===== src/rtl/instr_encoder.sv =====
// ============================================================================
// Module   : instr_encoder
// Brief    : Two-stage pipelined encoder from RV32 fields to instruction words,
//            with an immediate-range error flag and a saturating error count.
// Revision : 1.0 - initial release
// ============================================================================
`default_nettype none

module instr_encoder #(
    parameter int CNT_W = 16
) (
    input  logic             clk,
    input  logic             rst,
    input  logic             in_valid,
    output logic             in_ready,
    input  logic [6:0]       op,
    input  logic [4:0]       rd,
    input  logic [4:0]       rs1,
    input  logic [4:0]       rs2,
    input  logic [2:0]       funct3,
    input  logic [6:0]       funct7,
    input  logic [31:0]      imm,
    output logic             out_valid,
    input  logic             out_ready,
    output logic [31:0]      instr,
    output logic             err,
    output logic [CNT_W-1:0] err_cnt
);

    localparam logic [6:0] c_OP_IMM  = 7'b0010011;
    localparam logic [6:0] c_JALR    = 7'b1100111;
    localparam logic [6:0] c_LOAD    = 7'b0000011;
    localparam logic [6:0] c_LOAD_FP = 7'b0000111;
    localparam logic [6:0] c_STORE   = 7'b0100011;
    localparam logic [6:0] c_STORE_F = 7'b0100111;
    localparam logic [6:0] c_BRANCH  = 7'b1100011;
    localparam logic [6:0] c_LUI     = 7'b0110111;
    localparam logic [6:0] c_AUIPC   = 7'b0010111;
    localparam logic [6:0] c_JAL     = 7'b1101111;

    logic             s1_valid_q;
    logic [6:0]       op_q;
    logic [4:0]       rd_q;
    logic [4:0]       rs1_q;
    logic [4:0]       rs2_q;
    logic [2:0]       funct3_q;
    logic [6:0]       funct7_q;
    logic [31:0]      imm_q;

    logic             s2_valid_q;
    logic [31:0]      instr_q;
    logic             err_q;
    logic [CNT_W-1:0] err_cnt_q;

    logic             s2_load;
    logic             in_fire;
    logic             out_fire;
    logic [31:0]      instr_d;
    logic             err_d;

    assign s2_load   = s1_valid_q && (!s2_valid_q || out_ready);
    assign in_ready  = !rst && (!s1_valid_q || s2_load);
    assign in_fire   = in_valid && in_ready;
    assign out_fire  = s2_valid_q && out_ready;

    assign out_valid = s2_valid_q;
    assign instr     = instr_q;
    assign err       = err_q;
    assign err_cnt   = err_cnt_q;

    // Word is always built from the truncated fields; err only flags lost bits.
    always_comb begin
        instr_d = {funct7_q, rs2_q, rs1_q, funct3_q, rd_q, op_q};
        err_d   = 1'b0;
        case (op_q)
            c_OP_IMM, c_JALR, c_LOAD, c_LOAD_FP: begin
                if (op_q == c_OP_IMM && (funct3_q == 3'b001 || funct3_q == 3'b101)) begin
                    instr_d = {funct7_q, imm_q[4:0], rs1_q, funct3_q, rd_q, op_q};
                    err_d   = (imm_q[31:5] != 27'd0);
                end else begin
                    instr_d = {imm_q[11:0], rs1_q, funct3_q, rd_q, op_q};
                    err_d   = (imm_q[31:11] != {21{imm_q[11]}});
                end
            end
            c_STORE, c_STORE_F: begin
                instr_d = {imm_q[11:5], rs2_q, rs1_q, funct3_q, imm_q[4:0], op_q};
                err_d   = (imm_q[31:11] != {21{imm_q[11]}});
            end
            c_BRANCH: begin
                instr_d = {imm_q[12], imm_q[10:5], rs2_q, rs1_q, funct3_q,
                           imm_q[4:1], imm_q[11], op_q};
                err_d   = imm_q[0] || (imm_q[31:12] != {20{imm_q[12]}});
            end
            c_LUI, c_AUIPC: begin
                instr_d = {imm_q[31:12], rd_q, op_q};
                err_d   = (imm_q[11:0] != 12'd0);
            end
            c_JAL: begin
                instr_d = {imm_q[20], imm_q[10:1], imm_q[11], imm_q[19:12], rd_q, op_q};
                err_d   = imm_q[0] || (imm_q[31:20] != {12{imm_q[20]}});
            end
            default: begin
                instr_d = {funct7_q, rs2_q, rs1_q, funct3_q, rd_q, op_q};
                err_d   = 1'b0;
            end
        endcase
    end

    always_ff @(posedge clk) begin
        if (rst) begin
            s1_valid_q <= 1'b0;
            op_q       <= '0;
            rd_q       <= '0;
            rs1_q      <= '0;
            rs2_q      <= '0;
            funct3_q   <= '0;
            funct7_q   <= '0;
            imm_q      <= '0;
        end else if (in_fire) begin
            s1_valid_q <= 1'b1;
            op_q       <= op;
            rd_q       <= rd;
            rs1_q      <= rs1;
            rs2_q      <= rs2;
            funct3_q   <= funct3;
            funct7_q   <= funct7;
            imm_q      <= imm;
        end else if (s2_load) begin
            s1_valid_q <= 1'b0;
        end
    end

    always_ff @(posedge clk) begin
        if (rst) begin
            s2_valid_q <= 1'b0;
            instr_q    <= '0;
            err_q      <= 1'b0;
        end else if (s2_load) begin
            s2_valid_q <= 1'b1;
            instr_q    <= instr_d;
            err_q      <= err_d;
        end else if (out_fire) begin
            s2_valid_q <= 1'b0;
        end
    end

    always_ff @(posedge clk) begin
        if (rst) begin
            err_cnt_q <= '0;
        end else if (out_fire && err_q && (err_cnt_q != {CNT_W{1'b1}})) begin
            err_cnt_q <= err_cnt_q + 1'b1;
        end
    end

endmodule

`default_nettype wire


===== config.mk =====
export PLATFORM = sky130hd
export DESIGN_NAME = instr_encoder
export DESIGN_NICKNAME = d
export VERILOG_FILES = /design/src/rtl/instr_encoder.sv
export SDC_FILE = /design/constraint.sdc
export NUM_CORES = 1
export LEC_CHECK = 0
export ABC_AREA = 1
export CORE_UTILIZATION = 63
export DETAILED_ROUTE_END_ITERATION = 10
export DONT_BUFFER_PORTS = 1
export HOLD_SLACK_MARGIN = 0.1
export PLACE_DENSITY = 0.8
export SETUP_SLACK_MARGIN = 0.05
export SLEW_MARGIN = 40
export SYNTH_ARGS = -nofsm -noshare
export SYNTH_HDL_FRONTEND = slang
export SYNTH_SLANG_ARGS = --single-unit
export TNS_END_PERCENT = 1

===== constraint.sdc =====
create_clock -name clk -period 2.07 [get_ports clk]
set_input_delay 0.414 -clock clk [delete_from_list [all_inputs] [get_ports clk]]
set_output_delay 0.414 -clock clk [all_outputs]
set_load 0.1 [all_outputs]

==> run_results.csv <==
group,metric,value,unit
cts,cts-root-buf,"clkbuf_8",
sta,rsz0062_at_grt,"no",
synthesis,synth_edf_count,0,
synthesis,syn_avg_cell_area,6.93,um2
critical_path,worst_setup_path_start_kind,"flop",
critical_path,r2r-start,"err_cnt[0]",
synthesis,yosys.area_share.xor_xnor,0.942,%
grt,antenna_found_initial,0,
synthesis,synth_top_family_by_area,"simple AND/OR/NAND/NOR gates",
synthesis,synth_common_cells,"226 x nand2_1, 115 x dfxtp_1, 80 x inv_1",
synthesis,muxShareOfSynthArea,0,%
power,leakage,3.17,nW
layout,n_fill_cell,467,
layout,area_growth,30.4,%
cts,cts_buffers,17,
floorplan,design.portCount,119,
drt,drtAntennaViolNets,0,
power,ir_drop,0.000577,V
drt,firstDrtPassIters,6,
layout,regArea,2310,um2
floorplan,start_util,66.5,%
floorplan,die_h,96.1,um
critical_path,crit_family,"flip-flops",
placed_design,place.gp.congestion,0.941,
drt,dr_total_vias,6059,
critical_path,timing.critical_path.buf_inv,3,
synthesis,synth-simple-area-share,30.2,%
layout,multi_input_area,2770,um2
sta,fin_crit_sh,91.7,%
floorplan,dieArea,9230,um2
synthesis,syn_nets,875,
critical_path,slowest_stage,"dfxtp_2",
grt,grt_pass1_wl,27.5,mm
worst_hold_path,whs_endpoint,"s1_valid_q",
flow_run,drv_cap,0,
synthesis,ys_seq_area_share,41.3,%
synthesis,synth_area,5580,um2
cts,cts_tree,"yes",
cts,cts_num_sinks,115,
sta,holdWs,0.113,ns
layout,drive_gt1_share,15.0,%
worst_hold_path,hp-class,"input pin to flop",
grt,grt_max_degree,59,
synthesis,syn_inst,805,
sta,setup_viol_count_final,0,
grt,grt_usage,39.3,%
critical_path,r2r_end,"err_cnt[6]",
floorplan,row_count,33,
synthesis,yosys.area.top_type,"dfxtp_1",
placed_design,numPortBuffers,0,
cts,clk_path_buf_depth,2,
synthesis,async_flop_share,0,%
critical_path,r2r_setup_slack,0.23,ns
drt,vias_per_cell,5.88,
sta,report.final.slew_viol_count,0,
sta,fmax,0.527,GHz
sta,period_needed,1.90,ns
critical_path,cp_cell_sequence,"nand2_1, nor2_1, inv_1, nand2_1, inv_1, buf_12",
drt,wl,17.6,mm
synthesis,yosys_warnings,0,
layout,final_nets,982,
critical_path,critPathKind,"flop to output pin",
critical_path,reg2reg_depth,9,
synthesis,ys_ff_latch,115,
floorplan,die_x,96.1,um
drt,drtIter0Drc,650,
status,run_status,"finished, final reports clean",
drt,drcViolationCount,0,
critical_path,cp_max_fo,3,
grt,grt_pass1_vias,5827,
layout,diodes,0,
worst_hold_path,min_from,"in_valid",
critical_path,crit_required,1.66,ns
critical_path,worstPathArrival,1.48,ns
sta,hold_viol_final,0,
power,pwr_density_cell,860,nW/um2
cts,worstSkewPairLatency,0.53,ns
cts,clkTransAtPathRegs,0.06,ns
synthesis,synth_top_area_share,41.3,%
layout,layoutNonFillerInstCount,1030,
synthesis,synth.most_common_cell,"nand2_1",
synthesis,synth_compound_area_share,17.9,%
drt,avgRoutedWirePerCell,17.1,um
critical_path,setup.worst_path.end_class,"output pin",
power,total_power,6.25,mW
sta,tightestPinTransition,0.521,ns
synthesis,synth_area_leaders,"dfxtp_1 41%, nand2_1 15%, inv_1 5.4%, o21ai_0 5.3%, o31ai_1 5.1%",
placed_design,dp_cells,933,
sta,slew_headroom,65.3,%
floorplan,fp.coreArea,8380,um2
synthesis,synthFlopType,"dfxtp_1",
cts,ctsHtreeMaxLevel,4,
grt,overflow,0,
placed_design,dpl.hpwl,10.4,mm
worst_hold_path,whs_path_depth,2,
cts,postCtsSetupRepairBufs,0,
synthesis,synthAdderAreaFrac,0.449,%
critical_path,slowest_delay,0.34,ns
synthesis,ys_types,34,
sta,skew,0.0138,ns
-- placed cells by master, fill, tap and decap left out, drive strengths merged --
cell type    netlist  final
nand2            238    238
dfxtp            115    115
inv               87     92
nor2              73     73
o21ai             69     69
dlygate4sd3        0     64
buf               19     61
a21oi             61     61
nand3             56     56
o31ai             38     38
clkbuf            18     17
nor3               7      7
nand4              7      7
clkinv             0      6
xnor2              3      3
xor2               3      3
clkinvlp           0      3
o22ai              2      2
o211ai             2      2
and3               2      2
ha                 2      2
a31oi              1      1
nor4               1      1
nand3b             1      1
bufinv             0      1
-- where the power goes --
| group | internal (mW) | switching, mW |
|---|---|---|
| sequential | 2.35 | 0.109 |
| clock | 1.62 | 1.16 |
| combinational | 0.303 | 0.709 |
-- cells by family (layout without fill, tap and decap cells) --
family	count (synthesis)	count (layout)
XOR/XNOR	6	6
AND/OR/NAND/NOR	385	385
AO/OA/AOI/OAI	173	173
flip-flops	115	115
adder cells (fa/ha/maj)	2	2
buffers and inverters	124	244
-- layer usage --
layer	routed length, um	track usage (%)	part of all wire [%]	vias up
li1	-	-	-	2849
met4	687	20.6	3.9	0
met5	0	0	0	-
met1	6500	45.0	37	2719
met3	1800	9.95	10	79
met2	8640	67.1	49	412
-- sequential cells by signal, indices dropped and copies added, names as in the netlist --
name	count
op_q	7
rd_q	5
imm_q	32
funct3_q	3
instr	32
funct7_q	7
rs1_q	5
rs2_q	5
err_cnt	16
s1_valid_q	1
err	1
out_valid	1
-- through the flow --
step	setup slack, ns	setup TNS [ns]	instance area, um2	utilization [%]
after floorplan	-0.0580	-0.111	5580	-
after global placement	0.270	0	6040	72.0
after detailed placement	0.288	0	6040	72.0
after CTS	0.161	0	7270	86.7
after global routing	0.0825	0	7270	86.8
final	0.172	0	7270	86.8
-- final cells by class --
| type | instances | share of cell area [%] |
|---|---|---|
| multi-input combinational | 566 | 38.1 |
| sequential | 115 | 31.8 |
| timing repair buffer | 125 | 16.1 |
| clock buffer | 17 | 5.69 |
| inverter | 87 | 4.49 |
| clock inverter | 15 | 2.06 |
| tap | 105 | 1.81 |
-- repair_timing --
item,CTS,global route
setup endpoints to repair,0,1
hold buffers,65,0
hold endpoints to repair,83,0
resized for setup,0,1
-- worst max-delay path by stage --
stage,start,endpoint,slack (ns),depth (start not counted)
5_1_grt,out_valid,in_ready,0.08,6
2_1_floorplan,err_cnt[3],err_cnt[0],-0.06,8
3_5_place_dp,imm_q[11],err,0.29,8
4_1_cts,out_valid,in_ready,0.16,6
6_report,out_valid,in_ready,0.17,6
3_3_place_gp,imm_q[11],err,0.27,8
-- worst register-to-register path: stages (launching register included) --
cell,delay (ns)
dfxtp_2,0.37
ha_1,0.21
nand3_1,0.14
nor2_2,0.18
nand3_1,0.14
nand2_4,0.19
inv_2,0.15
nand2_1,0.13
o21ai_0,0.10
a21oi_1,0.16
Note: power is estimated with default switching activity, not from simulation.
